File: config.mk
export PLATFORM = sky130hd
export DESIGN_NAME = power_fault_logger_flat
export DESIGN_NICKNAME = d
export VERILOG_FILES = /design/src/rtl/power_fault_logger_pkg.sv /design/src/rtl/power_fault_logger_if.sv /design/src/rtl/power_fault_logger_fifo.sv /design/src/rtl/power_fault_logger.sv /design/src/flat_wrapper.sv
export SDC_FILE = /design/constraint.sdc
export NUM_CORES = 1
export LEC_CHECK = 0
export CORE_MARGIN = 8
export CORE_UTILIZATION = 35
export DETAILED_ROUTE_END_ITERATION = 10
export DONT_BUFFER_PORTS = 1
export PLACE_DENSITY = 0.45
export SYNTH_ARGS = -nofsm -noshare
export SYNTH_HDL_FRONTEND = slang
export SYNTH_SLANG_ARGS = --single-unit
export TNS_END_PERCENT = 1
File: constraint.sdc
create_clock -name clk -period 11.3 [get_ports clk]
set_clock_uncertainty 0.15 [all_clocks]
set_input_delay 1.13 -clock clk [delete_from_list [all_inputs] [get_ports clk]]
set_output_delay 1.13 -clock clk [all_outputs]
set_load 0.01 [all_outputs]
File: src/rtl/power_fault_logger_pkg.sv
// Shared definitions for the power fault logger: register map, bit positions,
// sel channel encodings and bus widths.
package power_fault_logger_pkg;

    localparam int unsigned AVS_ADDR_W = 2;
    localparam int unsigned AVS_DATA_W = 32;
    localparam int unsigned SEL_W      = 3;

    localparam logic [AVS_ADDR_W-1:0] PFL_ADDR_STATUS = 2'd0;
    localparam logic [AVS_ADDR_W-1:0] PFL_ADDR_DATA   = 2'd1;
    localparam logic [AVS_ADDR_W-1:0] PFL_ADDR_CTRL   = 2'd2;
    localparam logic [AVS_ADDR_W-1:0] PFL_ADDR_TIME   = 2'd3;

    localparam int unsigned STAT_NOT_EMPTY_BIT = 0;
    localparam int unsigned STAT_ERROR_BIT     = 1;
    localparam int unsigned STAT_OVERFLOW_BIT  = 2;
    localparam int unsigned STAT_COUNT_LSB     = 4;
    localparam int unsigned STAT_COUNT_W       = 4;

    localparam int unsigned CTRL_ACK_BIT     = 0;
    localparam int unsigned CTRL_CLR_OVF_BIT = 1;
    localparam int unsigned CTRL_IRQ_EN_BIT  = 2;

    // Comparator channel encodings shared with the power monitor
    typedef enum logic [SEL_W-1:0] {
        SEL_CH0  = 3'd0,
        SEL_CH1  = 3'd1,
        SEL_CH2  = 3'd2,
        SEL_CH3  = 3'd3,
        SEL_CH4  = 3'd4,
        SEL_CH5  = 3'd5,
        SEL_CH6  = 3'd6,
        SEL_IDLE = 3'b111
    } sel_e;

endpackage

File: src/rtl/power_fault_logger_if.sv
// Avalon-MM register bus between the Nios CPU (master) and the fault logger (slave).
interface power_fault_logger_if;
    import power_fault_logger_pkg::*;

    logic [AVS_ADDR_W-1:0] avs_address;
    logic                  avs_read;
    logic                  avs_write;
    logic [AVS_DATA_W-1:0] avs_writedata;
    logic [AVS_DATA_W-1:0] avs_readdata;

    modport master (
        output avs_address, avs_read, avs_write, avs_writedata,
        input  avs_readdata
    );

    modport slave (
        input  avs_address, avs_read, avs_write, avs_writedata,
        output avs_readdata
    );
endinterface

File: src/rtl/power_fault_logger_fifo.sv
// pfl_fifo: synchronous first-word-fall-through FIFO; a push into a full FIFO
// is accepted when a pop happens in the same cycle.
module pfl_fifo #(
    parameter int unsigned WIDTH = 19,
    parameter int unsigned DEPTH = 8
) (
    input  logic                     clk,
    input  logic                     reset,
    input  logic                     push,
    input  logic                     pop,
    input  logic [WIDTH-1:0]         din,
    output logic [WIDTH-1:0]         dout,
    output logic [$clog2(DEPTH):0]   count,
    output logic                     full,
    output logic                     empty
);
    localparam int unsigned PTR_W = $clog2(DEPTH);
    localparam int unsigned CNT_W = PTR_W + 1;

    logic [WIDTH-1:0] mem [DEPTH];
    logic [PTR_W-1:0] wr_ptr;
    logic [PTR_W-1:0] rd_ptr;
    logic             do_push;
    logic             do_pop;

    assign do_pop  = pop && !empty;
    assign do_push = push && (!full || do_pop);

    // Pointers wrap naturally since DEPTH is a power of two
    always_ff @(posedge clk) begin
        if (reset) begin
            wr_ptr <= '0;
            rd_ptr <= '0;
            count  <= '0;
        end else begin
            if (do_push) wr_ptr <= wr_ptr + PTR_W'(1);
            if (do_pop)  rd_ptr <= rd_ptr + PTR_W'(1);
            count <= count + CNT_W'(do_push) - CNT_W'(do_pop);
        end
    end

    always_ff @(posedge clk) begin
        if (do_push) mem[wr_ptr] <= din;
    end

    assign dout  = mem[rd_ptr];
    assign full  = (count == CNT_W'(DEPTH));
    assign empty = (count == '0);
endmodule

File: src/rtl/power_fault_logger.sv
// Timestamps power-monitor faults into a FIFO readable over Avalon-MM, drives ack/irq.
// Optional POWER_FAULT_AUTO_ACK_EN: every capture also triggers an ack pulse.
module power_fault_logger
    import power_fault_logger_pkg::*;
#(
    parameter int unsigned DEPTH    = 8,
    parameter int unsigned TS_W     = 16,
    parameter int unsigned TICK_DIV = 50000,
    parameter int unsigned ACK_HOLD = 4
) (
    input  logic                 clk,
    input  logic                 reset,
    input  logic                 error,
    input  logic [SEL_W-1:0]     sel,
    power_fault_logger_if.slave  avs,
    output logic                 irq,
    output logic                 ack
);
    localparam int unsigned CNT_W  = $clog2(DEPTH) + 1;
    localparam int unsigned REC_W  = TS_W + SEL_W;
    localparam int unsigned PRE_W  = (TICK_DIV > 1) ? $clog2(TICK_DIV) : 1;
    localparam int unsigned HOLD_W = 4;

    logic [PRE_W-1:0]      prescaler;
    logic [TS_W-1:0]       ts;
    logic                  error_d;
    logic                  overflow;
    logic                  irq_en;
    logic [HOLD_W-1:0]     hold_cnt;
    logic [AVS_DATA_W-1:0] readdata;
    logic [AVS_DATA_W-1:0] rd_mux;

    logic [REC_W-1:0]      fifo_dout;
    logic [CNT_W-1:0]      fifo_count;
    logic                  fifo_full;
    logic                  fifo_empty;

    logic                  capture;
    logic                  pop;
    logic                  push;
    logic                  drop;
    logic                  ctrl_wr;
    logic                  ack_trig;
    logic                  irq_en_next;
    logic [CNT_W-1:0]      count_next;
    logic [HOLD_W-1:0]     hold_next;
    logic                  unused_wdata;

    assign capture = error && !error_d;
    assign pop     = avs.avs_read && (avs.avs_address == PFL_ADDR_DATA) && !fifo_empty;
    assign push    = capture && (!fifo_full || pop);
    assign drop    = capture && fifo_full && !pop;
    assign ctrl_wr = avs.avs_write && (avs.avs_address == PFL_ADDR_CTRL);

`ifdef POWER_FAULT_AUTO_ACK_EN
    assign ack_trig = (ctrl_wr && avs.avs_writedata[CTRL_ACK_BIT]) || capture;
`else
    assign ack_trig = ctrl_wr && avs.avs_writedata[CTRL_ACK_BIT];
`endif

    assign unused_wdata = ^avs.avs_writedata[AVS_DATA_W-1:CTRL_IRQ_EN_BIT+1];

    // irq follows the post-update state so it drops the cycle after the last pop
    assign irq_en_next = ctrl_wr ? avs.avs_writedata[CTRL_IRQ_EN_BIT] : irq_en;
    assign count_next  = fifo_count + CNT_W'(push) - CNT_W'(pop);
    assign hold_next   = ack_trig          ? HOLD_W'(ACK_HOLD) :
                         (hold_cnt != '0)  ? hold_cnt - HOLD_W'(1) : '0;

    pfl_fifo #(
        .WIDTH (REC_W),
        .DEPTH (DEPTH)
    ) u_fifo (
        .clk   (clk),
        .reset (reset),
        .push  (push),
        .pop   (pop),
        .din   ({sel, ts}),
        .dout  (fifo_dout),
        .count (fifo_count),
        .full  (fifo_full),
        .empty (fifo_empty)
    );

    // Timestamp base: ts advances once per TICK_DIV clocks
    always_ff @(posedge clk) begin
        if (reset) begin
            prescaler <= '0;
            ts        <= '0;
        end else if (prescaler == PRE_W'(TICK_DIV - 1)) begin
            prescaler <= '0;
            ts        <= ts + TS_W'(1);
        end else begin
            prescaler <= prescaler + PRE_W'(1);
        end
    end

    always_comb begin
        rd_mux = '0;
        unique case (avs.avs_address)
            PFL_ADDR_STATUS: begin
                rd_mux[STAT_NOT_EMPTY_BIT]                   = !fifo_empty;
                rd_mux[STAT_ERROR_BIT]                       = error;
                rd_mux[STAT_OVERFLOW_BIT]                    = overflow;
                rd_mux[STAT_COUNT_LSB +: STAT_COUNT_W]       = STAT_COUNT_W'(fifo_count);
            end
            PFL_ADDR_DATA: begin
                if (!fifo_empty) rd_mux[REC_W-1:0] = fifo_dout;
            end
            PFL_ADDR_CTRL:   rd_mux[CTRL_IRQ_EN_BIT] = irq_en;
            PFL_ADDR_TIME:   rd_mux[TS_W-1:0]        = ts;
            default:         rd_mux = '0;
        endcase
    end

    always_ff @(posedge clk) begin
        if (reset) begin
            error_d  <= 1'b0;
            overflow <= 1'b0;
            irq_en   <= 1'b0;
            hold_cnt <= '0;
            ack      <= 1'b0;
            irq      <= 1'b0;
            readdata <= '0;
        end else begin
            error_d <= error;
            if (drop)
                overflow <= 1'b1;
            else if (ctrl_wr && avs.avs_writedata[CTRL_CLR_OVF_BIT])
                overflow <= 1'b0;
            irq_en   <= irq_en_next;
            hold_cnt <= hold_next;
            ack      <= (hold_next != '0);
            irq      <= irq_en_next && (count_next != '0);
            if (avs.avs_read) readdata <= rd_mux;
        end
    end

    assign avs.avs_readdata = readdata;
endmodule
File: src/flat_wrapper.sv
// flat-port wrapper written by rule: the top's interface ports become plain ports
module power_fault_logger_flat import power_fault_logger_pkg::*;
#(
    parameter int unsigned DEPTH    = 8,
    parameter int unsigned TS_W     = 16,
    parameter int unsigned TICK_DIV = 50000,
    parameter int unsigned ACK_HOLD = 4
)
  (clk, reset, error, sel, irq, ack, avs_avs_address, avs_avs_read, avs_avs_write, avs_avs_writedata, avs_avs_readdata);
  power_fault_logger_if avs_i ();
  input  logic clk;
  input  logic reset;
  input  logic error;
  input  logic [SEL_W-1:0] sel;
  output logic irq;
  output logic ack;
  input wire logic [$bits(avs_i.avs_address)-1:0] avs_avs_address;
  input wire logic [$bits(avs_i.avs_read)-1:0] avs_avs_read;
  input wire logic [$bits(avs_i.avs_write)-1:0] avs_avs_write;
  input wire logic [$bits(avs_i.avs_writedata)-1:0] avs_avs_writedata;
  output wire logic [$bits(avs_i.avs_readdata)-1:0] avs_avs_readdata;
  assign avs_i.avs_address = avs_avs_address;
  assign avs_i.avs_read = avs_avs_read;
  assign avs_i.avs_write = avs_avs_write;
  assign avs_i.avs_writedata = avs_avs_writedata;
  assign avs_avs_readdata = avs_i.avs_readdata;
  power_fault_logger #(.DEPTH(DEPTH), .TS_W(TS_W), .TICK_DIV(TICK_DIV), .ACK_HOLD(ACK_HOLD)) u_core (.clk(clk), .reset(reset), .error(error), .sel(sel), .avs(avs_i), .irq(irq), .ack(ack));
endmodule
==> run_results.csv <==
group,metric,value,unit
sta,worst_slack,7900,ps
clock_network,clock_latency,510,ps
sta,grt_setup_unrepaired,"false",
global_route,globalRouteOverflowTotal,0,
power_and_ir_drop,p_per_area,184,nW/um2
power_and_ir_drop,ir_drop,85.2,uV
critical_path,rrSetupSlack,7900,ps
placed_design,globalplace.congestion,0.709,
critical_path,crit_buf_inv,4,
placed_design,post_dp_cell_area,9610,um2
run_status,outcome,"finished, final reports clean",
sta,min_period,3400,ps
clock_network,cts.clk_slew.worst_paths,60,ps
logic_synthesis,synth.distinct_cells,52,
die,rows,59,
critical_path,worstPathArrival,3640,ps
critical_path,endpoint_kind,"register",
power_and_ir_drop,finalPower,1.92,mW
logic_synthesis,avgSynthCellArea,14.6,um2
die,dieArea,32000,um2
critical_path,worstPathCellList,"inv_1 > ha_1 > nor3b_1 > nor3_1 > ha_1 > inv_1 > ha_1 > inv_1 > fa_1 > inv_1 > o41a_1",
global_route,grt_max_degree,63,
logic_synthesis,synth_cells,636,
critical_path,path_delay_family,"adder cells",
clock_network,cts_root_buffer,"clkbuf_16",
die,io_pins,76,
logic_synthesis,synth_edf_count,152,
critical_path,slowest_stage,"nor3_1",
placed_design,pre_cts_slack,7540,ps
critical_path,cp_slowest_stage_delay,670,ps
sta,finalHoldViolCount,0,
cells_and_area,drive_above_1_share,0.164,
clock_network,cts_setup_buffers,0,
die,fp.coreArea,26100,um2
clock_network,clock_sinks,225,
die,initial_core_util,0.357,
placed_design,io_buffer_count,0,
cells_and_area,syn_to_final_growth,12.3,%
clock_network,cts_made_buffers,25,
logic_synthesis,synth-seq-cells,225,
logic_synthesis,synth_top_area_cell,"edfxtp_1",
detailed_routing,drt_iter0_markers,282,
global_route,grt_pass1_vias,5279,
worst_hold_path,hp-class,"reg2reg",
cells_and_area,n_fill_cell,2375,
critical_path,path_common_cell,"inv_1",
detailed_routing,vias_per_cell,5.18,
clock_network,cts_tree,"yes",
sta,setup_violations,0,
sta,drv_slew,0,
logic_synthesis,synth_common_cells,"edfxtp_1, dfxtp_1, nor2_1, mux4_2, nor2b_1",
detailed_routing,drtAntennaViolNets,0,
detailed_routing,routedWlPerCell,20.6,um
detailed_routing,drc_errors,0,
cells_and_area,seq_area,6030,um2
logic_synthesis,yosys-top-cells-area,"edfxtp_1, dfxtp_1, mux4_2",
logic_synthesis,syn_area,9290,um2
clock_network,postCtsHoldBufs,0,
logic_synthesis,ys_seq_area_frac,0.648,
die,die_h,179,um
detailed_routing,drt_wl_total,20400,um
sta,timing.final.crit_share,0.301,
logic_synthesis,ys_async_sr_fraction,0,
die,die_w,179,um
logic_synthesis,synth_top_area_frac,0.491,
critical_path,path_max_fanout,4,
sta,holdWs,291,ps
power_and_ir_drop,power_leakage,3.46,nW
cells_and_area,insertedDiodeCount,0,
clock_network,cts_resized,0,
logic_synthesis,ys.flop_type,"edfxtp_1",
critical_path,crit_required,11540,ps
sta,max_freq,294,MHz
sta,relSlewSlack,0.363,
detailed_routing,vias,5138,
clock_network,htree_levels,1,
cells_and_area,finalInstanceArea,10400,um2
sta,tightestPinTransition,956,ps
global_route,grt_pass1_wl,31600,um
logic_synthesis,synth.most_common_cell,"edfxtp_1",
global_route,antenna_found_initial,0,
cells_and_area,multiInputGateArea,3050,um2
critical_path,startpoint_type,"register",
run,maxCapViolations,0,
logic_synthesis,yosys_warnings,0,
cells_and_area,layout.nets,695,
sta,finalSetupTns,0,ps
global_route,grt_util_all_layers,0.129,
clock_network,cts_buffer_depth,3,
detailed_routing,first_pass_iters,5,
placed_design,dpl.hpwl,11700,um
critical_path,critical_path_class,"reg2reg",
[placed cells by master, fill, tap and decap left out, drive strengths merged, types with 12 or more instances in the layout]
cell | Yosys | final
nor2 | 46 | 46
o21ai | 22 | 22
nand2 | 17 | 17
edfxtp | 152 | 152
nand3 | 16 | 16
dfxtp | 73 | 73
a21oi | 20 | 20
nor2b | 24 | 24
conb | 1 | 13
clkbuf | 11 | 38
inv | 14 | 15
mux4 | 36 | 36
ha | 13 | 13
nor3 | 12 | 12
mux2i | 22 | 22
[routing by layer]
| layer | wire length, um | track usage | vias up | share of wire |
|---|---|---|---|---|
| li1 | - | - | 2405 | - |
| met1 | 9350 | 0.175 | 2613 | 0.46 |
| met2 | 9750 | 0.211 | 99 | 0.48 |
| met3 | 1080 | 0.0249 | 21 | 0.053 |
| met4 | 263 | 0.0293 | 0 | 0.013 |
| met5 | 0 | 0 | - | 0 |
[worst reg2reg max path: cells and delay by family, from the launching register on]
| family | cells | cell delay [ps] |
|---|---|---|
| flops | 1 | 380 |
| buf+inv | 4 | 260 |
| fa+ha+maj | 4 | 1240 |
| compound gates | 1 | 390 |
| simple gates | 2 | 860 |
[flip-flops by register name, indices dropped and copies added, names as in the netlist, named ones only]
register / flops
u_core.prescaler: 16
u_core.hold_cnt: 4
u_core.ack: 1
u_core.u_fifo.rd_ptr: 3
u_core.irq_en: 1
u_core.u_fifo.count: 4
u_core.avs.avs_readdata: 19
u_core.error_d: 1
u_core.ts: 16
u_core.u_fifo.mem: 152
u_core.u_fifo.wr_ptr: 3
u_core.overflow: 1
u_core.irq: 1
[report_power, final]
| part | internal (mW) | total [mW] | switching, mW |
|---|---|---|---|
| combinational | 0.0786 | 0.175 | 0.0965 |
| clock | 0.500 | 0.813 | 0.313 |
| sequential | 0.905 | 0.928 | 0.0237 |
| total | 1.48 | 1.92 | 0.434 |
[worst paths after layout]
kind                               start                   to  cells past startpoint
setup reg to reg  u_core.u_fifo.count[2]           u_core.irq                     11
hold reg to reg      u_core.prescaler[0]  u_core.prescaler[0]                      1
hold / removal       u_core.prescaler[0]  u_core.prescaler[0]                      1
setup / recovery  u_core.u_fifo.count[2]           u_core.irq                     11
[layout make-up]
cell class                 instances  share of cell area
timing repair buffer               8             0.00575
tap                              335              0.0401
sequential                       225               0.577
clock inverter                     8              0.0115
multi-input combinational        364               0.292
inverter                          14             0.00503
clock buffer                      38              0.0678
[through the flow]
step	cells	util
2_1_floorplan	648	-
3_3_place_gp	946	0.369
3_5_place_dp	946	0.369
4_1_cts	992	0.401
5_1_grt	992	0.401
6_report	992	0.401
[logic make-up after synthesis]
family          synth area share
xor+xnor                  0.0170
other cells             0.000404
fa+ha+maj                 0.0218
mux                        0.123
buf+inv                   0.0333
flops                      0.648
compound gates            0.0586
simple gates              0.0975
Note: power is estimated with default switching activity, not from simulation.
